<file path="config.mk">
export PLATFORM = sky130hd
export DESIGN_NAME = md_issue_ctrl
export DESIGN_NICKNAME = d
export VERILOG_FILES = /design/src/rtl/md_issue_ctrl.sv
export SDC_FILE = /design/constraint.sdc
export NUM_CORES = 1
export LEC_CHECK = 0
export ABC_CLOCK_PERIOD_IN_PS = 1900
export BUFFER_PORTS_ARGS = -buffer_cell sky130_fd_sc_hd__buf_2
export CORE_UTILIZATION = 40
export CTS_CLUSTER_DIAMETER = 30
export DETAILED_ROUTE_END_ITERATION = 8
export PLACE_DENSITY = 0.88
export SKIP_LAST_GASP = 1
export SYNTH_ARGS = -nofsm -noshare
export SYNTH_HDL_FRONTEND = slang
export SYNTH_SLANG_ARGS = --single-unit
</file>
<file path="constraint.sdc">
create_clock -name clk -period 1.9 [get_ports clk]
set_input_delay 0.19 -clock clk [delete_from_list [all_inputs] [get_ports clk]]
set_output_delay 0.19 -clock clk [all_outputs]
set_load 0.05 [all_outputs]
</file>
<file path="src/rtl/md_issue_ctrl.sv">
// EX-stage initiator for the HI/LO multiply/divide unit: issues a registered start,
// tracks unit occupancy, stalls dependent MD/MF ops and returns HI/LO for mfhi/mflo.
module md_issue_ctrl #(
   parameter int unsigned WATCHDOG = 15
) (
   input  logic        clk,
   input  logic        reset,
   input  logic        ex_valid,
   input  logic [3:0]  ex_op,
   input  logic [31:0] ex_rs,
   input  logic [31:0] ex_rt,
   input  logic        flush,
   input  logic        md_busy,
   input  logic [31:0] md_hi,
   input  logic [31:0] md_lo,
   output logic        md_start,
   output logic [31:0] md_A,
   output logic [31:0] md_B,
   output logic [2:0]  md_ctrl,
   output logic        stall,
   output logic [31:0] mf_data,
   output logic        md_timeout
);

   // state | meaning
   // IDLE  | no op owned by this block; new MD op may be accepted
   // ISSUE | start is high this cycle; unit has not yet raised busy
   // BUSY  | compute op running; watchdog counts busy cycles
   typedef enum logic [1:0] {S_IDLE, S_ISSUE, S_BUSY} state_e;

   localparam logic [2:0] MT_MULTIPLY          = 3'd1;
   localparam logic [2:0] MT_MULTIPLY_UNSIGNED = 3'd2;
   localparam logic [2:0] MT_DIVIDE            = 3'd3;
   localparam logic [2:0] MT_DIVIDE_UNSIGNED   = 3'd4;
   localparam logic [2:0] MT_SET_HI            = 3'd5;
   localparam logic [2:0] MT_SET_LO            = 3'd6;

   localparam int unsigned WDW = $clog2(WATCHDOG + 1);
   localparam logic [WDW-1:0] WD_LAST = WDW'(WATCHDOG - 1);

   state_e         state_q;
   logic [WDW-1:0] wdog_q;
   logic           hazard;
   logic           is_md;
   logic           accept;
   logic [2:0]     ctrl_d;

   always_comb begin
      hazard  = ex_valid & ~flush & (ex_op >= 4'd1) & (ex_op <= 4'd8);
      is_md   = (ex_op >= 4'd1) & (ex_op <= 4'd6);
      // A finished op in BUSY with busy already low does not hold EX
      stall   = hazard & ((state_q == S_ISSUE) |
                          ((state_q == S_BUSY) & md_busy) |
                          ((state_q == S_IDLE) & md_busy));
      accept  = hazard & ~stall & is_md;
      ctrl_d  = 3'd0;
      unique case (ex_op)
         4'd1:    ctrl_d = MT_MULTIPLY;
         4'd2:    ctrl_d = MT_MULTIPLY_UNSIGNED;
         4'd3:    ctrl_d = MT_DIVIDE;
         4'd4:    ctrl_d = MT_DIVIDE_UNSIGNED;
         4'd5:    ctrl_d = MT_SET_HI;
         4'd6:    ctrl_d = MT_SET_LO;
         default: ctrl_d = 3'd0;
      endcase
      mf_data = 32'h0;
      if (ex_op == 4'd7) mf_data = md_hi;
      else if (ex_op == 4'd8) mf_data = md_lo;
   end

   always_ff @(posedge clk) begin
      if (reset) begin
         state_q    <= S_IDLE;
         md_start   <= 1'b0;
         md_A       <= 32'h0;
         md_B       <= 32'h0;
         md_ctrl    <= 3'd0;
         md_timeout <= 1'b0;
         wdog_q     <= '0;
      end else begin
         md_start <= 1'b0;
         if (accept) begin
            md_A     <= ex_rs;
            md_B     <= ex_rt;
            md_ctrl  <= ctrl_d;
            md_start <= 1'b1;
         end
         unique case (state_q)
            S_IDLE: begin
               if (accept) state_q <= S_ISSUE;
            end
            S_ISSUE: begin
               wdog_q  <= '0;
               state_q <= (md_ctrl <= MT_DIVIDE_UNSIGNED) ? S_BUSY : S_IDLE;
            end
            S_BUSY: begin
               if (!md_busy) begin
                  state_q <= accept ? S_ISSUE : S_IDLE;
               end else if (wdog_q == WD_LAST) begin
                  state_q    <= S_IDLE;
                  md_timeout <= 1'b1;
               end else begin
                  wdog_q <= wdog_q + 1'b1;
               end
            end
            default: state_q <= S_IDLE;
         endcase
      end
   end

endmodule

</file>
**Yosys cells after proc, flatten, opt, wreduce, memory -nomap -nowiden**

Index checks and enable logic that the tools add are counted.

- Input bits: 137
- Output and inout bits: 102
- Bits in registers: 75
- Word-level logic and storage cells: 58

- Order comparisons: 4
- Multiplexer cells: 13
- $add $sub $neg: 1
- Bitwise logic cells: 13
- Reduce and logical (&&, ||, !) cells: 5
- Equal/unequal tests: 15

Operator list:

| cell | count |
|---|---|
| 32-bit two-way mux | 2 |
| 3-bit case mux with 6 select lines | 1 |
| 4-bit by 3-bit == test with 1-bit output (second input constant) | 4 |
| 1-bit AND | 9 |
| 4-bit by 2-bit == test with 1-bit output (second input constant) | 2 |
| 4-bit == test (second input constant) | 2 |
| 2-bit two-way mux | 4 |
| 4-bit two-way mux | 2 |
| 4-bit case mux with 2 select lines | 1 |
| 2-bit inequality test (second input constant) | 3 |
| 2-bit case mux with 3 select lines | 1 |
| 3-bit AND reduction | 2 |
| 4-bit by 1-bit adder with 4-bit output (second input constant) | 1 |
| 4-bit by 1-bit == test with 1-bit output (second input constant) | 1 |
| 4-bit by 1-bit greater-or-equal comparator with 1-bit output (second input constant) | 1 |
| 4-bit by 3-bit <= comparator with 1-bit output (second input constant) | 1 |
| 4-bit <= comparator (second input constant) | 1 |
| 3-bit <= comparator (second input constant) | 1 |
| 3-bit by 2-bit inequality test with 1-bit output (second input constant) | 1 |
| 2-bit by 1-bit == test with 1-bit output (second input constant) | 1 |
| 2-bit == test (second input constant) | 1 |
| 2-bit zero test | 1 |
| 1-bit two-way mux | 2 |
| 1-bit inverter | 2 |
| other kinds (3) | 4 |

**Logic depth before layout (Yosys ltp)**

Gate-level depths: netlist (run 1).

- Depth in word-level cells: 11
- Gate-level depth with buffers: 6
- Depth with buffers taken out: 6

**Least setup slack after synthesis (run 1)**

No wires, ideal clock.

- Path type: input-to-output
- Start point: in ex_op[2]
- End point: out stall
- Arrival: 1.808 ns
- Required time: 1.710 ns
- Setup slack: -0.098 ns
- Stages on the path: 5
- Path buffers: 1
- Cells stage by stage: nor3_2 > and2_1 > clkbuf_1 > nor2_1 > a2111oi_2

- Word-level cells in the longest chain between the ends: 4
- Elaborated cells between the ends (all ways): 5
- Classes of those cells: 2 x order compare; 3 x bitwise

Ends and longest elaborated chain:

| what | line | text |
|---|---|---|
| from (decl) | 9 | `input logic [3:0] ex_op,` |
| 4-bit by 1-bit greater-or-equal comparator with 1-bit output | 49 | `hazard = ex_valid & ~flush & (ex_op >= 4'd1) & (ex_op <= 4'd8);` |
| 1-bit AND | 49 |  |
| 1-bit AND * | 49 |  |
| 1-bit AND * | 52 | `stall = hazard & ((state_q == S_ISSUE) \|` |
| to (decl) | 20 | `output logic stall,` |

Mark *: on every way between the ends. The rest lies on a longest branch, timed or not.

**Final worst setup path (run 1)**

- Start point: reg state_q[1]
- End point: out stall

- Word-level cells in the longest chain between the ends: 5
- Elaborated cells between the ends (all ways): 8
- Classes of those cells: 2 x eq/ne; 5 x bitwise; 1 x reduce/logical

Ends and longest elaborated chain:

| what | line | text |
|---|---|---|
| from (decl) | 41 | `state_e state_q;` |
| from (signal assigned) | 94 | `state_q <= (md_ctrl <= MT_DIVIDE_UNSIGNED) ? S_BUSY : S_IDLE;` |
| from (signal assigned) | 98 | `state_q <= accept ? S_ISSUE : S_IDLE;` |
| 2-bit == test | 53 | `((state_q == S_BUSY) & md_busy) \|` |
| 1-bit AND | 53 |  |
| 1-bit OR | 52 |  |
| 1-bit OR * | 53 |  |
| 1-bit AND * | 52 |  |

Marks and branches as above.

==> key figures, run 1 <==
Yosys
  – Syn Std Cell Area: 0.00329 mm2
  – Synth top area share: 45.6%
  – #FFs+latches synth: 75
  – Area leader, netlist: dfxtp_1
  – Seq/Total Area, Yosys: 45.6%
  – Yosys warnings: 0
  – Cells after Synth: 397
  – Area contributors post-synth: dfxtp_1, nand3_1, a21oi_1
  – Synthesized Nets: roughly 540
  – Synthesized area per cell: 8.30 um2
  – Synth unique cells: 28

Layout
  – Most common cell after layout, fill and taps aside: buf_2
  – # nets final: 756
  – Commonest cells after routing, fill and taps aside: buf_2, dfxtp_1, nand3_1
  – Fill count: 689
  – N_diodes: 0
  – Final Util: 62.2%
  – Share of layout cells above drive strength 1: 43.9%
  – Area delta synth->final: 48.2%

CTS
  – Clk root buf: clkbuf_8
  – Setup Buffers After CTS: 0
  – CTS tree: built
  – CTS buffer count: 9
  – Clock tree buffer depth: 2
  – Hold-fix buffers, CTS: 0
  – Sink Count: 75
  – H-tree level count: 3
  – Post-cts sizing count: 0
  – Worst skew pair latency: 0.34 ns
  – Clock slew at reported path FFs: approximately 0.08 ns

Critical path
  – Worst Setup Start Kind: flop
  – Worst EP required: 1.71 ns
  – Crit path max-delay family: compound AO/OA/AOI/OAI gates
  – Crit. End Element: primary output
  – Crit path DAT: 1.61 ns
  – Slowest library cell on the worst path: a2111oi_4
  – CP max FO: 5
  – Worst path cell trace: nand2b_1 -> a2111oi_4 -> buf_12
  – Buf/Inv on CP: 1
  – Max stage delay on crit path: about 0.47 ns
  – WS Path Type: reg2out

Timing
  – Final Cycle Share: between 90% and 100%
  – Clock skew: 0.00624 ns
  – Max Clock Freq: ~0.56 GHz
  – Count of final hold-check violations: 0
  – Setup_tns: 0 ns
  – Fin. max-slew vios: 0
  – Final setup viols: 0
  – Final worst slack: 0.103 ns
  – Slew HR: 60.2%
  – Final min period: 1.80 ns
  – RSZ-0062 raised after global routing: no
  – Worst-Margin Slew: 0.597 ns

Route
  – Initial DRT Pass Iterations: 5
  – Routed WL: about 12 mm
  – DRC: 0
  – Total vias in the final route: 3978
  – Iter 0 DRT Violations: between 200 and 300
  – Post-detailed-route count of antenna-violating nets: 0
  – Avg Vias per Cell: 5.49
  – Wire length per cell: 17.0 um

Die
  – DIE AREA: 0.00860 mm2
  – Die height: 92.7 um
  – Initial Util: around two fifths
  – Total I/O pin count: 239
  – Rows: 32
  – Die width: a little over 90 um
  – CORE AREA: 0.00785 mm2

Place
  – Routability cong.: between 1 and 1.5
  – PortBufs: 238
  – Dpl hpwl: 9.41 mm
  – Pre-CTS setup slack: 0.314 ns

GRT
  – Total congestion overflow: 0
  – Gr usage total: between 20% and 30%
  – Vias in the first global route: 3605
  – Largest net degree at the start of global routing: 65
  – Initial antenna violation count: 1
  – First-pass GRT wire length: 18.2 mm

Run
  – # Max-Cap Violations: 0

Outcome
  – Status: finished clean

Power
  – Pleak: 0.00229 uW
  – PwrDens: 733 mW/mm2
  – VDD IR max: 0.000539 V

Worst hold path
  – Worst hold path class: in2reg
layer usage:
layer	up-vias	global-route usage (%)	routed length [um]
met5	-	0	13
met4	2	7.44	114
met3	12	8.05	1130
met2	231	47.7	6200
met1	1848	33.1	4830
li1	1885	-	-
stage by stage:
step	area (um2)	cells	hold WS [ns]	total power, uW
3_3_place_gp	4660	708	0.437	2270
6_report	4880	724	0.0912	3580
3_5_place_dp	4660	708	0.448	2270
2_1_floorplan	3310	397	0.308	2000
5_1_grt	4880	724	0.0744	3710
4_1_cts	4880	724	0.0741	3600
worst paths after layout:
kind | start | to | slack (ns) | depth (start not counted)
setup / recovery | state_q[1]$_SDFFE_PP0P_ | stall | 0.10 | 3
hold / removal | ex_rs[9] | md_A[9]$_SDFFE_PP0P_ | 0.09 | 3
hold reg to reg | md_A[9]$_SDFFE_PP0P_ | md_A[9]$_SDFFE_PP0P_ | 0.48 | 2
setup reg to reg | state_q[0]$_SDFFE_PP0P_ | state_q[0]$_SDFFE_PP0P_ | 0.28 | 4
tightest hold or removal path: stages:
cell and delay (ns):
buf_2 0.09, nand3_1 0.05, a21oi_1 0.05
final cells by class:
class	count	area [um2]	area share [%]
Timing Repair Buffer	250	1410	28.9
Multi-Input combinational cell	279	1620	33.2
Clock buffer	10	128	2.61
Clock inverter	6	88.8	1.82
Sequential cell	75	1500	30.8
Tap cell	102	128	2.61
Inverter	2	7.51	0.154
flip-flops by register name, indices dropped and copies added, names as in the netlist:
| register | flops |
|---|---|
| md_A | 32 |
| md_start | 1 |
| md_timeout | 1 |
| state_q | 2 |
| md_B | 32 |
| wdog_q | 4 |
| md_ctrl | 3 |
synthesized netlist by cell type, drive strengths merged:
cell type  number
buf            23
a41oi           1
nor2b           1
o21ai          65
inv             2
nor3b           2
dfxtp          75
a22o           32
and3            1
and3b           1
a2111oi         2
nand3          73
mux2            1
xor2            2
nand2b          6
nand2           8
ha              2
clkbuf         18
nand3b          1
nor3            1
a21oi          66
nor2            9
and2            2
mux2i           3
cell families after synthesis:
kind of cell | count (synthesis) | synth area share, %
AOI/OAI and AO/OA | 166 | 29.4
buffers and inverters | 43 | 5.93
and+or+nand+nor | 105 | 16.5
adders and majority gates | 2 | 0.760
DFF | 75 | 45.6
xor gates and xnor gates | 2 | 0.532
muxes | 4 | 1.25
report_power, final:
group	internal [uW]	switching, uW	total, uW
clock network	742	589	1330
logic	217	417	634
registers	1600	13.0	1610
total	2560	1020	3580
Note: power is estimated with default switching activity, not from simulation.
==> run 2: changes to the inputs <==
--- a/config.mk
+++ b/config.mk
@@ -11,6 +11,7 @@
 export CTS_CLUSTER_DIAMETER = 30
 export DETAILED_ROUTE_END_ITERATION = 8
 export PLACE_DENSITY = 0.88
+export RECOVER_POWER = 50
 export SKIP_LAST_GASP = 1
 export SYNTH_ARGS = -nofsm -noshare
 export SYNTH_HDL_FRONTEND = slang
==> run 2 against run 1 <==
Sequential share of layout area up 0.94 points. Flip-flop and latch count unchanged. Utilization down 1.8 points. Sequential power barely moved. Non-clock buffer count unchanged. First-iteration DRC count shrank 9.5%. Combinational power down 3%. Die area stayed put. Critical endpoint unchanged.
==> key figures, run 2 (synthesis gave the netlist of run 1 again) <==
Outcome
  – Status: finished clean

Timing
  – Setup_tns: 0 ns
  – Clock skew: 0.00643 ns
  – Fin. max-slew vios: 0
  – Count of final hold-check violations: 0
  – RSZ-0062 raised after global routing: no
  – Final setup viols: 0
  – Max Clock Freq: around 0.55 GHz
  – Final Cycle Share: 94.9%
  – Slew HR: 53.9%
  – Final min period: about 1.8 ns
  – Worst-Margin Slew: slightly below 0.7 ns

Die
  – Die height: around 93 um
  – Die width: 92.7 um
  – Initial Util: a little over two fifths
  – Rows: 32
  – CORE AREA: 0.00785 mm2
  – DIE AREA: 0.00860 mm2
  – Total I/O pin count: 239

Layout
  – Final Util: 60.3%
  – Most common cell after layout, fill and taps aside: buf_2
  – Area delta synth->final: 43.8%
  – Commonest cells after routing, fill and taps aside: buf_2, dfxtp_1, nand3_1
  – Share of layout cells above drive strength 1: between 30% and 40%
  – N_diodes: 0
  – # nets final: 756
  – Regs by FF count: md_A (32), md_B (32), wdog_q (4)

Place
  – Dpl hpwl: between 9 and 10 mm
  – Routability cong.: 1.04
  – PortBufs: between 200 and 250

CTS
  – Setup Buffers After CTS: 0
  – H-tree level count: 3
  – Hold-fix buffers, CTS: 0
  – Clk root buf: clkbuf_8
  – Clock slew at reported path FFs: 0.08 ns
  – Post-cts sizing count: 0
  – Worst skew pair latency: between 0.3 and 0.4 ns
  – Clock tree buffer depth: 2
  – CTS tree: built
  – Sink Count: 75
  – CTS buffer count: 9

Critical path
  – Worst path cell trace: nand2b_1 -> a2111oi_4 -> buf_12
  – Worst EP required: 1.71 ns
  – Crit path DAT: around 1.6 ns
  – Worst Setup Start Kind: flop
  – CP max FO: 5
  – Crit. End Element: primary output
  – WS Path Type: reg2out
  – Slowest library cell on the worst path: a2111oi_4
  – Max stage delay on crit path: 0.51 ns

GRT
  – Total congestion overflow: 0
  – Vias in the first global route: 3605
  – Initial antenna violation count: 1
  – Largest net degree at the start of global routing: 65
  – First-pass GRT wire length: 18.2 mm
  – Gr usage total: 27.5%

Route
  – Iter 0 DRT Violations: approximately 260
  – Total vias in the final route: 3942
  – Initial DRT Pass Iterations: 5
  – Wire length per cell: about 17 um
  – Routed WL: 12.4 mm
  – DRC: 0
  – Post-detailed-route count of antenna-violating nets: 0
  – Avg Vias per Cell: 5.44

Run
  – # Max-Cap Violations: 0

Worst hold path
  – Worst hold path class: in2reg

Power
  – PwrDens: roughly 750 mW/mm2
  – VDD IR max: between 0.0005 and 0.0006 V
  – Final Total Pwr: 3560 uW
  – Pleak: 0.00197 uW
## run 2: cell count changes in the layout (fill, tap and decap cells not counted)
cell and delta:
nand2b_1 +1, buf_2 -68, buf_12 -4, buf_4 -1, buf_6 +1, clkbuf_2 +3
clkbuf_1 +69, nand2b_2 -1
## run 2: routing by layer
metal	vias to the layer above	wire (um)	track usage, %
met1	1820	4840	33.1
li1	1885	-	-
met5	-	13	0
met2	225	6220	47.7
met3	10	1200	8.05
met4	2	103	7.44
## run 2: where the power goes
part	total (uW)	internal, uW	switching (uW)
sequential	1610	1600	13.9
combinational	615	199	416
clock	1330	742	587
## run 2: area by class of cell
type | count | area, um2
fillers | 724 | 3110
flip-flops and latches | 75 | 1500
multi-input cells | 279 | 1620
repair buffers | 250 | 1270
clock buffers | 10 | 128
inverters | 2 | 7.51
clock inverters | 6 | 88.8
well taps | 102 | 128
## run 2: path summary, 6_finish.rpt
check,start,cells past startpoint,endpoint,slack (ns)
setup reg to reg,state_q[0]$_SDFFE_PP0P_,5,md_A[31]$_SDFFE_PP0P_,0.21
setup / recovery,state_q[0]$_SDFFE_PP0P_,3,stall,0.1
hold reg to reg,md_B[10]$_SDFFE_PP0P_,2,md_B[10]$_SDFFE_PP0P_,0.48
hold / removal,ex_rs[9],3,md_A[9]$_SDFFE_PP0P_,0.09
## run 2: per-stage QoR
stage / setup slack, ns / std cells / hold WS (ns) / instance area, um2
after floorplan: 0.270 / 397 / 0.308 / 3310
after global placement: 0.361 / 708 / 0.437 / 4660
after detailed placement: 0.314 / 708 / 0.448 / 4660
after CTS: 0.0889 / 724 / 0.0741 / 4880
after global routing: 0.0212 / 724 / 0.0744 / 4740
final: 0.0964 / 724 / 0.0922 / 4740
## run 2: critical path, delay by kind of cell, from the launching register on
family / cells / cell delay, ns
simple gates: 1 / 0.23
flops: 1 / 0.34
buf+inv: 1 / 0.19
compound gates: 1 / 0.51
==> run 3: changes to the inputs <==
==> constraint.sdc (replaced) <==
create_clock -name clk -period 1.9 [get_ports clk]
set_input_delay 0.19 -clock clk [delete_from_list [all_inputs] [get_ports clk]]
set_output_delay 0.19 -clock clk [all_outputs]
set_load 0.005 [all_outputs]
==> run 3 against run 2 <==
Flip-flop and latch count unchanged. Cell count stayed put. Sequential power about the same. Worst hold slack worse by 0.0068 ns. First-iteration DRC count down 31%. Worst setup slack improved by 0.14 ns. Critical path type is now in2out. Critical endpoint is now mf_data[1]. Largest cell class unchanged. Largest power group unchanged.
==> key figures, run 3 (synthesis gave the netlist of run 1 again) <==
Outcome
  – Status: finished clean

Critical path
  – Max stage delay on crit path: 0.32 ns
  – FF-to-FF path depth: 4
  – R2r endpoint: state_q[0]$_SDFFE_PP0P_
  – WS Path Type: in2out
  – Crit path max-delay family: buffers and inverters
  – Worst EP required: around 1.7 ns
  – Worst path cell trace: clkbuf_1 -> nor3_1 -> and2_0 -> buf_4 -> a22o_1 -> buf_2
  – Worst Setup Start Kind: input pin
  – Crit path DAT: 1.47 ns
  – Crit. End Element: primary output
  – Reg2reg setup slack: 0.35 ns
  – CP max FO: 32
  – Buf/Inv on CP: 3
  – Slowest library cell on the worst path: buf_4
  – R2r startpoint: state_q[0]$_SDFFE_PP0P_

Place
  – Dpl hpwl: 8.20 mm
  – Pre-CTS setup slack: 0.300 ns
  – Cells after DPL: 708
  – Routability cong.: between 0.8 and 0.9
  – PortBufs: around 240

CTS
  – CTS buffer count: 9
  – Clk root buf: clkbuf_8
  – Worst skew pair latency: 0.35 ns
  – CTS tree: built
  – Post-cts sizing count: 0
  – Clock slew at reported path FFs: approximately 0.090 ns
  – Clock tree buffer depth: 2
  – Setup Buffers After CTS: 0
  – H-tree level count: 3
  – Sink Count: between 70 and 80
  – Hold-fix buffers, CTS: 0

Worst hold path
  – Hold Crit Endpoint: md_A[5]$_SDFFE_PP0P_
  – HP Start: ex_rs[5]
  – Worst Hold Depth: 3
  – Worst hold path class: in2reg

Timing
  – Final min period: 1.66 ns
  – Worst-Margin Slew: 0.613 ns
  – Clock skew: ~0.013 ns
  – Slew HR: 59.1%
  – Final worst slack: about 0.24 ns
  – RSZ-0062 raised after global routing: no
  – Final Cycle Share: 87.6%
  – Setup_tns: 0 ns
  – Fin. max-slew vios: 0
  – Final setup viols: 0
  – Count of final hold-check violations: 0
  – Max Clock Freq: around 0.6 GHz

Layout
  – Non-filler cells, final: roughly 720
  – Most common cell after layout, fill and taps aside: buf_2
  – Area of the multi-input gates: 0.00160 mm2
  – Share of layout cells above drive strength 1: 38.3%
  – # nets final: 756
  – Area delta synth->final: 42.5%
  – Commonest cells after routing, fill and taps aside: buf_2, dfxtp_1, nand3_1
  – Final Util: 59.8%
  – Fill count: 749
  – Register Area: 0.00150 mm2
  – Regs by FF count: md_A (32), md_B (32), wdog_q (4)
  – N_diodes: 0

GRT
  – First-pass GRT wire length: 16.8 mm
  – Total congestion overflow: 0
  – Gr usage total: 24.7%
  – Largest net degree at the start of global routing: 44
  – Initial antenna violation count: 0
  – Vias in the first global route: 3568

Run
  – # Max-Cap Violations: 0

Route
  – Routed WL: 11.0 mm
  – DRC: 0
  – Total vias in the final route: 3889
  – Initial DRT Pass Iterations: 5
  – Iter 0 DRT Violations: 178
  – Post-detailed-route count of antenna-violating nets: 0
  – Avg Vias per Cell: approximately 5.4
  – Wire length per cell: roughly 15 um

Power
  – Final Total Pwr: 3280 uW
  – Pleak: 0.00210 uW
  – PwrDens: 700 mW/mm2
  – VDD IR max: 0.000499 V

Die
  – Total I/O pin count: 239
  – CORE AREA: 0.00785 mm2
  – Die height: 92.7 um
  – Rows: 32
  – Die width: 92.7 um
  – Initial Util: 42.0%
  – DIE AREA: 0.00860 mm2
run 3: power by group:
group | leakage (uW) | internal, uW | switching (uW) | total, uW
sequential | 0.000606 | 1600 | 12.6 | 1610
combinational | 0.00140 | 193 | 236 | 429
clock | 0.0000922 | 648 | 596 | 1240
run 3: worst max-delay path by stage:
stage | endpoint | depth (start not counted) | from | slack [ns]
floorplan | mf_data[0] | 5 | ex_op[2] | 0.62
global placement | mf_data[1] | 6 | ex_op[2] | 0.38
detailed placement | state_q[0]$_SDFFE_PP0P_ | 5 | ex_op[3] | 0.30
CTS | stall | 3 | state_q[0]$_SDFFE_PP0P_ | 0.24
global route | mf_data[1] | 6 | ex_op[2] | 0.12
finish | mf_data[1] | 6 | ex_op[2] | 0.24
run 3: cell type report:
type / count / share of cell area, %
Timing Repair Buffer: 250 / 26.6
Clock buffer: 11 / 3.01
Inverter: 2 / 0.160
Tap cell: 102 / 2.72
Clock inverter: 5 / 1.31
Sequential cell: 75 / 32.0
Multi-Input combinational cell: 279 / 34.2
run 3: stage by stage:
step	hold WS [ns]	cell area (um2)
global route	0.0752	4690
detailed placement	0.452	4540
CTS	0.0693	4740
floorplan	0.308	3290
finish	0.0854	4690
global placement	0.442	4540
run 3: layer usage:
layer,vias up,GRT usage [%],wire length [um]
met3,21,4.84,869
li1,1888,-,-
met2,188,41.6,5300
met5,-,0,0
met4,0,10.0,238
met1,1792,30.8,4610
run 3: worst reg2reg max path, stage by stage, from the launching register on:
cell and delay (ns):
dfxtp_1 0.38, nand2b_2 0.18, nor3b_4 0.23, nand2_1 0.22, a2111oi_0 0.42
